$ cat src/rtl/enc_8x3_hs.sv
// enc_8x3_hs: sequential 8-to-3 priority encoder with a valid/ready output.
// Request lines are captured into a sticky pending register; the winning
// pending index is presented as a 3-bit code and its pending bit is cleared
// when the consumer accepts it. Encode-side partner of the 3-to-8 decoders.

module enc_8x3_hs #(
  parameter int EDGE_MODE = 0,
  parameter int HIGH_PRIO = 1
) (
  input  logic       clk,
  input  logic       rst_n,
  input  logic       en,
  input  logic [7:0] req,
  output logic [2:0] code_o,
  output logic       valid_o,
  input  logic       ready_i,
  output logic [7:0] pend_o,
  output logic       multi_o
);

  typedef enum logic {
    IDLE    = 1'b0,
    PRESENT = 1'b1
  } state_t;

  state_t     state;
  state_t     state_nxt;
  logic [7:0] pend;
  logic [7:0] pend_nxt;
  logic [7:0] req_q;
  logic [7:0] set_bits;
  logic [7:0] clr_bits;
  logic [2:0] prio_idx;
  logic [2:0] code_nxt;
  logic       valid_nxt;
  logic       accept;
  logic       multi_nxt;
  logic [3:0] pend_cnt;

  assign accept = valid_o & ready_i;
  assign pend_o = pend;

  // Capture: either every high request line, or only its 0->1 transitions.
  always_comb begin
    set_bits = req;
    if (EDGE_MODE != 0) begin
      set_bits = req & ~req_q;
    end
  end

  // Served bit is cleared only in the accept cycle; a same-cycle set re-pends it.
  always_comb begin
    clr_bits = 8'd0;
    if (accept) begin
      clr_bits = 8'd1 << code_o;
    end
    pend_nxt = (pend & ~clr_bits) | set_bits;
  end

  // Count next-state pending bits so multi_o tracks the register it describes.
  always_comb begin
    pend_cnt = 4'd0;
    for (int i = 0; i < 8; i++) begin
      pend_cnt = pend_cnt + {3'd0, pend_nxt[i]};
    end
    multi_nxt = (pend_cnt >= 4'd2);
  end

  // Priority pick from the registered pending vector; later loop hits win.
  always_comb begin
    prio_idx = 3'd0;
    if (HIGH_PRIO != 0) begin
      for (int i = 0; i < 8; i++) begin
        if (pend[i]) begin
          prio_idx = 3'(i);
        end
      end
    end else begin
      for (int i = 7; i >= 0; i--) begin
        if (pend[i]) begin
          prio_idx = 3'(i);
        end
      end
    end
  end

  // Next-state logic: present a new code from IDLE, hold it until accepted.
  always_comb begin
    state_nxt = state;
    code_nxt  = code_o;
    valid_nxt = valid_o;
    case (state)
      IDLE: begin
        if (en && (pend != 8'd0)) begin
          code_nxt  = prio_idx;
          valid_nxt = 1'b1;
          state_nxt = PRESENT;
        end
      end
      PRESENT: begin
        if (ready_i) begin
          valid_nxt = 1'b0;
          state_nxt = IDLE;
        end
      end
      default: begin
        valid_nxt = 1'b0;
        state_nxt = IDLE;
      end
    endcase
  end

  // Request history, pending register and its multi-bit flag.
  always_ff @(posedge clk or negedge rst_n) begin
    if (!rst_n) begin
      req_q   <= 8'd0;
      pend    <= 8'd0;
      multi_o <= 1'b0;
    end else begin
      req_q   <= req;
      pend    <= pend_nxt;
      multi_o <= multi_nxt;
    end
  end

  // Handshake state register and the registered code/valid outputs.
  always_ff @(posedge clk or negedge rst_n) begin
    if (!rst_n) begin
      state   <= IDLE;
      code_o  <= 3'd0;
      valid_o <= 1'b0;
    end else begin
      state   <= state_nxt;
      code_o  <= code_nxt;
      valid_o <= valid_nxt;
    end
  end

endmodule

$ cat config.mk
export PLATFORM = sky130hd
export DESIGN_NAME = enc_8x3_hs
export DESIGN_NICKNAME = d
export VERILOG_FILES = /design/src/rtl/enc_8x3_hs.sv
export SDC_FILE = /design/constraint.sdc
export NUM_CORES = 1
export LEC_CHECK = 0
export CELL_PAD_IN_SITES_DETAIL_PLACEMENT = 2
export CELL_PAD_IN_SITES_GLOBAL_PLACEMENT = 2
export CORE_MARGIN = 5
export CORE_UTILIZATION = 29
export DETAILED_ROUTE_END_ITERATION = 12
export PLACE_DENSITY = 0.8
export SLEW_MARGIN = 20
export SYNTH_ARGS = -nofsm -noshare
export SYNTH_HDL_FRONTEND = slang
export SYNTH_SLANG_ARGS = --single-unit
$ cat constraint.sdc
create_clock -name clk -period 5.1 [get_ports clk]
set_input_delay 0.765 -clock clk [delete_from_list [all_inputs] [get_ports clk]]
set_output_delay 0.765 -clock clk [all_outputs]
set_load 0.005 [all_outputs]
**Yosys cells after proc, flatten, opt, wreduce, memory -nomap -nowiden**

Index checks and enable logic that the tools add are counted.

- Add/subtract/negate cells: 7
- Magnitude comparators: 1
- Equality and inequality tests: 2
- Shift operators: 1
- Multiplexer cells: 14
- Bitwise operators: 5
- Reduce and logical (&&, ||, !) cells: 4

Operator list:

| cell | count |
|---|---|
| $add A4 B1 Y4 | 4 |
| $mux W3 | 4 |
| $and A8 B8 Y8 | 1 |
| $mux W8 | 1 |
| $not A8 Y8 | 1 |
| $or A8 B8 Y8 | 1 |
| $reduce_bool A8 Y1 | 1 |
| $shl A1 B3 Y8 const A | 1 |
| $mux W1 | 5 |
| $add A3 B1 Y4 | 1 |
| $ge A4 B2 Y1 const B | 1 |
| $mux W2 | 2 |
| $ne A2 B2 Y1 const B | 2 |
| $pmux W1 S2 | 2 |
| $reduce_and A2 Y1 | 2 |
| $add A2 B1 Y3 | 1 |
| $add A1 B1 Y2 | 1 |
| $and A1 B1 Y1 | 1 |
| $logic_and A1 B1 Y1 | 1 |
| $not A1 Y1 | 1 |

- Bits in registers: 14
- Bits of input ports: 12
- Output and inout port bits: 13
- Word-level logic and storage cells: 39

**Depth between registers and ports, before layout**

Gate-level depths: netlist of the first run.

- Depth after elaboration: 13
- Depth in mapped cells: 13
- Depth with buffers taken out: 13

**Worst setup path before layout of the first run**

OpenSTA, ideal clock, no wires.

- Kind: input port to flip-flop
- Start point: input ready_i
- End point: register multi_o
- Library setup time: 0.122 ns
- Arrival: 3.450 ns
- Data required time: 4.978 ns
- Setup slack: 1.529 ns
- Stages on the path: 12
- Path through: nand2_1 > nor2_1 > nand3_1 > a21oi_1 > fa_1 > fa_1 > fa_1 > inv_1 > ha_1 > fa_1 > o21ai_0 > nand2b_1

- Word-level cells in the longest chain between the ends: 13

Ends and longest elaborated chain:

| element | RTL line | RTL |
|---|---|---|
| from (decl) | 16 | `input logic ready_i,` |
| $and A1 B1 Y1 (*) | 40 | `assign accept = valid_o & ready_i;` |
| $mux W8 (*) | 54 | `if (accept) begin` |
| $not A8 Y8 (*) | 57 | `pend_nxt = (pend & ~clr_bits) \| set_bits;` |
| $and A8 B8 Y8 (*) | 57 |  |
| $or A8 B8 Y8 (*) | 57 |  |
| $add A1 B1 Y2 | 64 | `pend_cnt = pend_cnt + {3'd0, pend_nxt[i]};` |
| $add A2 B1 Y3 | 64 |  |
| $add A3 B1 Y4 | 64 |  |
| $add A4 B1 Y4 (3 in a row) | 64 |  |
| $add A4 B1 Y4 (*) | 64 |  |
| $ge A4 B2 Y1 (*) | 66 | `multi_nxt = (pend_cnt >= 4'd2);` |
| via multi_nxt | 37 | `logic multi_nxt;` |
| to (signal assigned) | 122 | `multi_o <= multi_nxt;` |
| to (decl) | 18 | `output logic multi_o` |

The timed path passes the listed nets; every way through them passes the cells marked *.
A chain may end at the register's enable or synchronous reset.

**Worst setup path in the final report of the first run**

Ends and elaborated chain as after synthesis.

==> impl_metrics.py, run 1 <==
metrics = {
    "outcome": {
        "outcome": "finished clean",
    },
    "min_path": {
        "hold_start": "state$_DFF_PN0_",
        "hold_path.class": "reg -> reg",
    },
    "power": {
        "p_clk_frac": 0.282,
        "irDropWorstVdd_v": 0.000119,
        "sequentialPowerShare": 0.464,
        "p_int_mw": 0.209,
        "sw_frac_of_total": 0.285,
        "combinationalPowerShare": 0.254,
        "power_density_mw_per_mm2": 263,
        "total_leakage_power_nw": 0.448,
        "switchingPower_mw": 0.0830,
    },
    "clock_network": {
        "root_buffer": "clkbuf_4",
        "h-tree-depth": 1,
        "cts_setup_buffers": 0,
        "clk_pin_slew_ns": 0.09,
        "cts_resized": 0,
        "cts_buffers": 3,
        "cts_tree": "yes",
        "clock_sinks": 14,
        "clk_latency_ns": 0.28,
        "cts_max_path_buffers": 2,
        "postCtsHoldBufs": 0,
    },
    "global_route": {
        "antenna_found_initial": 0,
        "grt_pass1_vias": 816,
        "grt_use_total": 0.126,
        "grt_pass1_wl_um": 3920,
        "grt_start_max_net_pins": 15,
        "grt.overflow.total": 0,
    },
    "logic_synthesis": {
        "synth_edf_count": 0,
        "async_flop_share": 1.00,
        "synth.largest_area_cell": "dfrtp_1",
        "synth_area_leaders": "dfrtp_1 44%, fa_1 10%, a21oi_1 6.9%",
        "synth_top_area_share": 0.442,
        "synth_top_flop_cell": "dfrtp_1",
        "synth_most_common_cell": "dfrtp_1",
        "syn_area_per_cell_um2": 10.2,
        "ys_types": 20,
        "ys_seq_elements": 14,
        "synth_common_cells": "14 x dfrtp_1, 11 x a21oi_1, 11 x inv_1, 6 x nor2_1, 5 x nand2_1",
        "synth_area_um2": 793,
        "syn_inst": 78,
        "ys_seq_area_frac": 0.442,
        "yosysWarnings": 0,
        "syn-num-nets": 97,
    },
    "place": {
        "place.gp.congestion": 0.729,
        "hpwlAfterDp_um": 1840,
        "dp.cells": 133,
        "io_buffers": 24,
        "pre_cts_slack_ns": 0.724,
    },
    "drt": {
        "avgViaCountPerCell": 5.04,
        "first_pass_iters": 2,
        "wl_per_cell_um": 16.4,
        "route.detailed.drc": 0,
        "ant_nets": 0,
        "vias": 690,
        "drt_iter0_markers": 4,
        "routed_wl_um": 2250,
    },
    "critical_path": {
        "cp_max_fo": 4,
        "path_cells": "clkdlybuf4s50_1, nand2_1, nor2_1, nand3_1, a21oi_1, fa_1, fa_1, fa_1, inv_1, ha_1, fa_1, o21ai_0, nand2b_1",
        "crit_start": "ready_i",
        "arrival_ns": 4.22,
        "worstSetupPathType": "in -> reg",
        "worstPathRequired_ns": 5.28,
        "critPathMaxStageDelay_ns": 0.52,
        "endpoint_kind": "register",
        "start_kind": "input pin",
        "crit-reg2reg-launch": "valid_o$_DFFE_PN0P_",
        "cp_slowest_cell": "clkdlybuf4s50_1",
        "cp_top_family": "adder cells",
        "critPathBufInv": 2,
        "critPathMostFrequentCell": "fa_1",
    },
    "layout": {
        "fillers": 305,
        "multiInputGateArea_um2": 402,
        "drive_gt1_frac": 0.0755,
        "area_growth_pct": 39.7,
        "seqCellArea_um2": 350,
        "instances_no_fill": 137,
        "n_antenna_cell": 0,
        "fin_nets": 126,
    },
    "timing": {
        "setup_viol": 0,
        "slew_violations": 0,
        "hold_violations": 0,
        "period_needed_ns": 4.04,
        "slew_headroom": 0.553,
        "finalClockSkew_ns": 0.00289,
        "max_freq_ghz": 0.248,
        "finalSetupTns_ns": 0,
        "rsz0062_at_grt": "no",
        "tightest_slew_ns": 0.668,
        "fin_ws_ns": 1.06,
        "min_period_over_period": 0.792,
    },
    "floorplan": {
        "die_area_mm2": 0.00388,
        "die_w_um": 62.3,
        "io_pins": 25,
        "die_y_um": 62.3,
        "start_util": 0.295,
        "row_count": 19,
        "core_mm2": 0.00269,
    },
    "job": {
        "cap_violations": 0,
    },
}
[worst register-to-register path, cell delays in order, from the launching register on]
cell	delay, ns
dfrtp_1	0.40
nand2_1	0.07
nor2_1	0.21
nand3_1	0.14
a21oi_1	0.23
fa_1	0.46
fa_1	0.45
fa_1	0.49
inv_1	0.05
ha_1	0.21
fa_1	0.39
o21ai_0	0.16
nand2b_1	0.07
[routing by layer]
| metal | share of wire | vias to the layer above | track usage |
|---|---|---|---|
| met1 | 0.39 | 354 | 0.136 |
| met3 | 0.026 | 2 | 0.0270 |
| met2 | 0.57 | 12 | 0.233 |
| li1 | - | 322 | - |
| met4 | 0.012 | 0 | 0.0557 |
| met5 | 0 | - | 0 |
[placed cells by master (no fill, tap or decap)]
cell             instances
nor2b_1                  1
nand2_1                  5
dfrtp_1                 14
a21oi_2                  1
o21ai_0                  4
inv_1                   11
o21a_1                   1
fa_1                     4
nand2b_1                 2
nor2_1                   6
nand3b_1                 2
a31oi_1                  1
a21o_2                   1
nand3_1                  3
nor4_4                   2
clkbuf_8                 1
and3_1                   1
o311ai_1                 1
a21oi_1                 11
ha_1                     3
clkbuf_4                 3
clkdlybuf4s50_1         24
a21o_1                   4
[registers in the layout (all words and copies together), names as in the netlist]
signal and cells:
multi_o 1, valid_o 1, state 1, code_o 3, pend_o 8
[stage by stage]
step	hold slack [ns]	power, mW	utilization	cell area, um^2
4_1_cts	0.487	0.298	0.413	1110
3_5_place_dp	0.474	0.214	0.399	1070
6_report	0.479	0.292	0.413	1110
5_1_grt	0.497	0.316	0.413	1110
3_3_place_gp	0.459	0.209	0.399	1070
2_1_floorplan	0.431	0.169	-	793
[final cells by class]
cell class	instances	share of cell area
clock buffers	4	0.0327
inverters	11	0.0372
multi-input cells	53	0.362
flip-flops and latches	14	0.316
well taps	31	0.0350
repair buffers	24	0.217
[cell families (layout without fill, tap and decap cells)]
group | count (synthesis) | count (layout) | synth area share
AO/OA/AOI/OAI | 24 | 24 | 0.183
buffers and inverters | 11 | 39 | 0.0521
AND/OR/NAND/NOR | 22 | 22 | 0.175
adder cells (fa/ha/maj) | 7 | 7 | 0.148
flip-flops | 14 | 14 | 0.442
[final timing paths]
path	end	slack [ns]	cells after the start
setup reg to reg	multi_o$_DFF_PN0_	1.66	12
max in group asynchronous	state$_DFF_PN0_	3.79	1
setup / recovery	multi_o$_DFF_PN0_	1.06	13
hold reg to reg	valid_o$_DFFE_PN0P_	0.48	1
hold / removal	valid_o$_DFFE_PN0P_	0.48	1
min in group asynchronous	pend_o[5]$_DFF_PN0_	0.88	1
[power by group through the flow]
stage,Combinational [mW],Sequential (mW),Clock [mW]
6_report,0.0740,0.135,0.0824
5_1_grt,0.0832,0.138,0.0946
4_1_cts,0.0764,0.136,0.0857
3_5_place_dp,0.0760,0.138,0
3_3_place_gp,0.0717,0.137,0
2_1_floorplan,0.0327,0.136,0
Note: power is estimated with default switching activity, not from simulation.
==> run 2: changes to the inputs <==
CORE_UTILIZATION = 24   (was 29)
PLACE_DENSITY = 0.71   (was 0.8)
clock period = 3.5 ns   (was 5.1 ns; I/O delays follow)
==> run 2 against run 1 <==
Clock power increased by 48%. Sequential power increased by 48%. Routed wire length increased by 8.1%. Critical path depth fell by 1. Non-clock buffer count up 8. Final cell count grew 15%. Design area increased by 9.9%. Global-route usage is 0.14 points lower. Via count rose by 3.6%. Clock skew is 0.0055 ns higher. Die area increased by 17%. Critical path type unchanged. Critical endpoint unchanged.
==> impl_metrics.py, run 2 (synthesis gave the netlist of run 1 again) <==
metrics = {
    "drt": {
        "ant_nets": 0,
        "wl_per_cell_um": 15.4,
        "routed_wl_um": 2430,
        "drt_iter0_markers": 19,
        "vias": 715,
        "avgViaCountPerCell": 4.53,
        "first_pass_iters": 2,
        "route.detailed.drc": 0,
    },
    "timing": {
        "hold_violations": 0,
        "slew_headroom": 0.539,
        "finalClockSkew_ns": 0.00842,
        "setup_viol": 0,
        "tightest_slew_ns": 0.690,
        "rsz0062_at_grt": "no",
        "max_freq_ghz": 0.303,
        "period_needed_ns": 3.30,
        "hold_ws_ns": 0.473,
        "slew_violations": 0,
        "min_period_over_period": 0.943,
    },
    "layout": {
        "area_growth_pct": 53.6,
        "instances_no_fill": 158,
        "n_antenna_cell": 0,
        "fin_nets": 134,
        "layout_commonest_cell": "clkdlybuf4s50_1",
        "finalInstanceArea_mm2": 0.00122,
        "layout_common_cells": "23 x clkdlybuf4s50_1, 13 x dfrtp_1, 11 x inv_1",
        "largest_register_ffs": 8,
        "drive_gt1_frac": 0.228,
    },
    "critical_path": {
        "start_kind": "input pin",
        "worstPathRequired_ns": 3.68,
        "crit-reg2reg-launch": "code_o[0]$_DFFE_PN0P_",
        "endpoint_kind": "register",
        "cp_max_fo": 4,
        "crit_start": "ready_i",
        "arrival_ns": 3.49,
        "worstSetupPathType": "in -> reg",
    },
    "clock_network": {
        "clk_latency_ns": 0.29,
        "cts_buffers": 3,
        "clk_pin_slew_ns": 0.10,
        "cts_max_path_buffers": 2,
        "clock_sinks": 14,
        "cts_tree": "yes",
        "cts_setup_buffers": 0,
        "h-tree-depth": 1,
        "root_buffer": "clkbuf_4",
    },
    "floorplan": {
        "die_w_um": 67.5,
        "core_mm2": 0.00310,
        "row_count": 20,
        "die_area_mm2": 0.00455,
        "die_y_um": 67.5,
        "io_pins": 25,
        "start_util": 0.256,
    },
    "power": {
        "sw_frac_of_total": 0.292,
        "p_int_mw": 0.315,
        "sequentialPowerShare": 0.449,
        "switchingPower_mw": 0.130,
        "power_mw": 0.445,
        "p_clk_frac": 0.273,
        "irDropWorstVdd_v": 0.000134,
        "total_leakage_power_nw": 0.486,
        "combinationalPowerShare": 0.278,
        "power_density_mw_per_mm2": 365,
    },
    "global_route": {
        "grt_start_max_net_pins": 15,
        "grt_pass1_wl_um": 4130,
        "grt_pass1_vias": 841,
        "antenna_found_initial": 0,
        "grt.overflow.total": 0,
        "grt_use_total": 0.125,
    },
    "outcome": {
        "outcome": "finished clean",
    },
    "job": {
        "cap_violations": 0,
    },
    "place": {
        "io_buffers": 24,
        "dp.cells": 154,
        "place_area_mm2": 0.00115,
        "hpwlAfterDp_um": 1960,
        "place.gp.congestion": 0.739,
    },
    "min_path": {
        "hold_start": "state$_DFF_PN0_",
        "hold_path.class": "reg -> reg",
    },
}
run 2: cell count changes in the layout (fill, tap and decap cells not counted), moves of 2 or more:
cell     change
a21oi_1      -3
a21oi_2      +3
buf_4        +8
nand2_1      -2
nand2_2      +2
run 2: worst max-delay path: stages:
cell and delay (ns):
dlygate4sd2_1 0.23, nand2_2 0.07, nor2_4 0.16, nand2_1 0.12
a21oi_2 0.17, fa_1 0.44, fa_1 0.54, fa_1 0.41
inv_1 0.07, ha_2 0.19, fa_2 0.42, nand2b_1 0.15
run 2: per-layer routing:
metal,GRT usage,vias up,share of wire
met5,0,-,0
met4,0.0608,0,0.013
met3,0.0183,4,0.033
met2,0.222,15,0.53
met1,0.145,358,0.43
li1,-,338,-
run 2: power by group through the flow:
stage          Sequential (mW)  Combinational (mW)  Clock, mW
6_report                 0.200               0.124      0.122
5_1_grt                  0.204               0.139      0.138
4_1_cts                  0.200               0.127      0.128
3_5_place_dp             0.201               0.120          0
3_3_place_gp             0.199               0.115          0
2_1_floorplan            0.198              0.0476          0
run 2: what timing repair did:
item | 4_1_cts | 5_1_grt
resized for setup | 12 | 1
endpoints found under the setup margin | 1 | 1
pin swaps | 5 | 0
hold buffers | 0 | 0
hold endpoints to repair | 0 | 0
run 2: per-stage QoR:
stage	TNS, ns	utilization	worst slack, ns
6_report	0	0.393	0.199
4_1_cts	0	0.392	0.0956
3_5_place_dp	-0.632	0.370	-0.632
5_1_grt	0	0.393	0.0354
3_3_place_gp	-0.545	0.370	-0.545
2_1_floorplan	0	-	0.169
run 2: area by class of cell:
| type | count | area [um^2] |
|---|---|---|
| flip-flops and latches | 14 | 352 |
| multi-input cells | 53 | 435 |
| repair buffers | 32 | 299 |
| well taps | 44 | 55.1 |
| clock buffers | 4 | 36.3 |
| fillers | 355 | 1880 |
| inverters | 11 | 41.3 |
run 2: worst paths after layout:
kind                            slack (ns)               endpoint  cells past startpoint
worst min register to register        0.47    valid_o$_DFFE_PN0P_                      1
worst max register to register        0.22      multi_o$_DFF_PN0_                     10
worst min-delay path                  0.47    valid_o$_DFFE_PN0P_                      1
min in group asynchronous             0.65  code_o[1]$_DFFE_PN0P_                      1
max in group asynchronous             2.38  code_o[0]$_DFFE_PN0P_                      1
worst max-delay path                  0.20      multi_o$_DFF_PN0_                     12
==> run 3: changes to the inputs <==
CORE_UTILIZATION = 29   (was 24)
PLACE_DENSITY = 0.8   (was 0.71)
clock period = 3.8 ns   (was 3.5 ns; I/O delays follow)
==> run 3 against run 2 <==
Die area down 15%. Clock skew is 0.0037 ns lower. Routed wire length fell by 9.7%. Sequential share of layout area grew 2.1 points. Non-clock buffer count down 5. Highest routed layer unchanged. Final cell count decreased by 12%. Setup slack improved by 0.076 ns. Sequential power decreased by 8%. Utilization increased by 2.9 points. First-iteration DRC count decreased by 21%.
==> impl_metrics.py, run 3 (synthesis gave the netlist of run 1 again) <==
metrics = {
    "layout": {
        "fillers": 299,
        "layout_commonest_cell": "clkdlybuf4s50_1",
        "largest_register_ffs": 8,
        "drive_gt1_frac": 0.130,
        "finalInstanceArea_mm2": 0.00113,
        "area_growth_pct": 42.9,
        "fin_nets": 129,
        "layout_common_cells": "23 x clkdlybuf4s50_1, 14 x dfrtp_1, 11 x inv_1",
        "n_antenna_cell": 0,
        "fin_util": 0.422,
    },
    "floorplan": {
        "io_pins": 25,
        "die_y_um": 62.3,
        "die_w_um": 62.3,
        "die_area_mm2": 0.00388,
        "core_mm2": 0.00269,
        "row_count": 19,
        "start_util": 0.295,
    },
    "timing": {
        "max_freq_ghz": 0.284,
        "hold_violations": 0,
        "setup_viol": 0,
        "slew_headroom": 0.556,
        "slew_violations": 0,
        "period_needed_ns": 3.53,
        "min_period_over_period": 0.928,
        "tightest_slew_ns": 0.665,
        "finalClockSkew_ns": 0.00468,
        "rsz0062_at_grt": "no",
    },
    "drt": {
        "vias": 699,
        "wl_per_cell_um": 15.8,
        "ant_nets": 0,
        "drt_iter0_markers": 15,
        "avgViaCountPerCell": 5.03,
        "routed_wl_um": 2190,
        "first_pass_iters": 3,
        "route.detailed.drc": 0,
    },
    "clock_network": {
        "clock_sinks": 14,
        "cts_setup_buffers": 0,
        "root_buffer": "clkbuf_4",
        "clk_latency_ns": 0.28,
        "h-tree-depth": 1,
        "cts_max_path_buffers": 2,
        "cts_buffers": 3,
        "clk_pin_slew_ns": 0.09,
        "postCtsHoldBufs": 0,
        "cts_tree": "yes",
    },
    "place": {
        "io_buffers": 24,
        "place.gp.congestion": 0.679,
        "place_area_mm2": 0.00109,
        "hpwlAfterDp_um": 1770,
    },
    "global_route": {
        "grt_pass1_wl_um": 3880,
        "grt_use_total": 0.125,
        "antenna_found_initial": 0,
        "grt_pass1_vias": 784,
        "grt.overflow.total": 0,
        "grt_start_max_net_pins": 15,
    },
    "critical_path": {
        "start_kind": "input pin",
        "worstSetupPathType": "in -> reg",
        "arrival_ns": 3.69,
        "worstPathRequired_ns": 3.97,
        "endpoint_kind": "register",
        "cp_max_fo": 4,
        "worstRegToRegCells": 11,
    },
    "power": {
        "power_density_mw_per_mm2": 329,
        "irDropWorstVdd_v": 0.000186,
        "total_leakage_power_nw": 0.456,
        "power_mw": 0.373,
    },
    "outcome": {
        "outcome": "finished clean",
    },
    "min_path": {
        "hold_path.class": "reg -> reg",
        "hold_depth": 1,
    },
    "job": {
        "cap_violations": 0,
    },
}
[run 3: changes by cell type in the layout (fill, tap and decap cells not counted), sizes merged]
cell | before | now
buf | 8 | 3
clkbuf | 4 | 3
[run 3: worst paths after layout]
kind | from | endpoint | slack, ns
setup / recovery | ready_i | multi_o$_DFF_PN0_ | 0.27
hold / removal | state$_DFF_PN0_ | valid_o$_DFFE_PN0P_ | 0.48
max in group asynchronous | rst_n | code_o[0]$_DFFE_PN0P_ | 2.69
hold reg to reg | state$_DFF_PN0_ | valid_o$_DFFE_PN0P_ | 0.48
setup reg to reg | code_o[0]$_DFFE_PN0P_ | multi_o$_DFF_PN0_ | 0.33
min in group asynchronous | rst_n | code_o[2]$_DFFE_PN0P_ | 0.68
[run 3: timing repair]
action,CTS,global route
resized for setup,6,0
hold endpoints to repair,0,0
setup endpoints to repair,1,0
[run 3: routing by layer]
metal	GRT usage	routed length, um
met1	0.150	896
met2	0.212	1210
met3	0.0198	46
met4	0.0637	42
met5	0	0
[run 3: layout make-up]
type                    instances  area [um^2]  share of cell area
repair buffers                 27          262               0.231
well taps                      31         38.8              0.0342
clock buffers                   3         22.5              0.0199
flip-flops and latches         14          350               0.309
multi-input cells              53          419               0.370
inverters                      11         41.3              0.0364
[run 3: power breakdown]
part | internal [mW] | leakage, nW | switching [mW]
Sequential | 0.164 | 0.134 | 0.0201
Combinational | 0.0609 | 0.309 | 0.0421
Clock | 0.0368 | 0.0138 | 0.0496
Total | 0.262 | 0.456 | 0.112
[run 3: critical path, cell delays in order]
cell,delay [ns]
dlygate4sd2_1,0.28
nand2_2,0.10
nor2_4,0.13
nand3_1,0.13
a21oi_2,0.19
fa_1,0.45
fa_1,0.46
fa_1,0.50
inv_1,0.05
ha_1,0.20
fa_1,0.38
o21ai_0,0.16
nand2b_1,0.09
[run 3: metrics by stage]
| stage | instances | setup TNS [ns] | hold slack [ns] | worst slack, ns |
|---|---|---|---|---|
| global placement | 136 | -0.260 | 0.456 | -0.260 |
| global route | 139 | 0 | 0.514 | 0.160 |
| detailed placement | 136 | -0.531 | 0.464 | -0.531 |
| floorplan | 78 | 0 | 0.274 | 0.424 |
| finish | 139 | 0 | 0.475 | 0.274 |
| CTS | 139 | 0 | 0.477 | 0.232 |
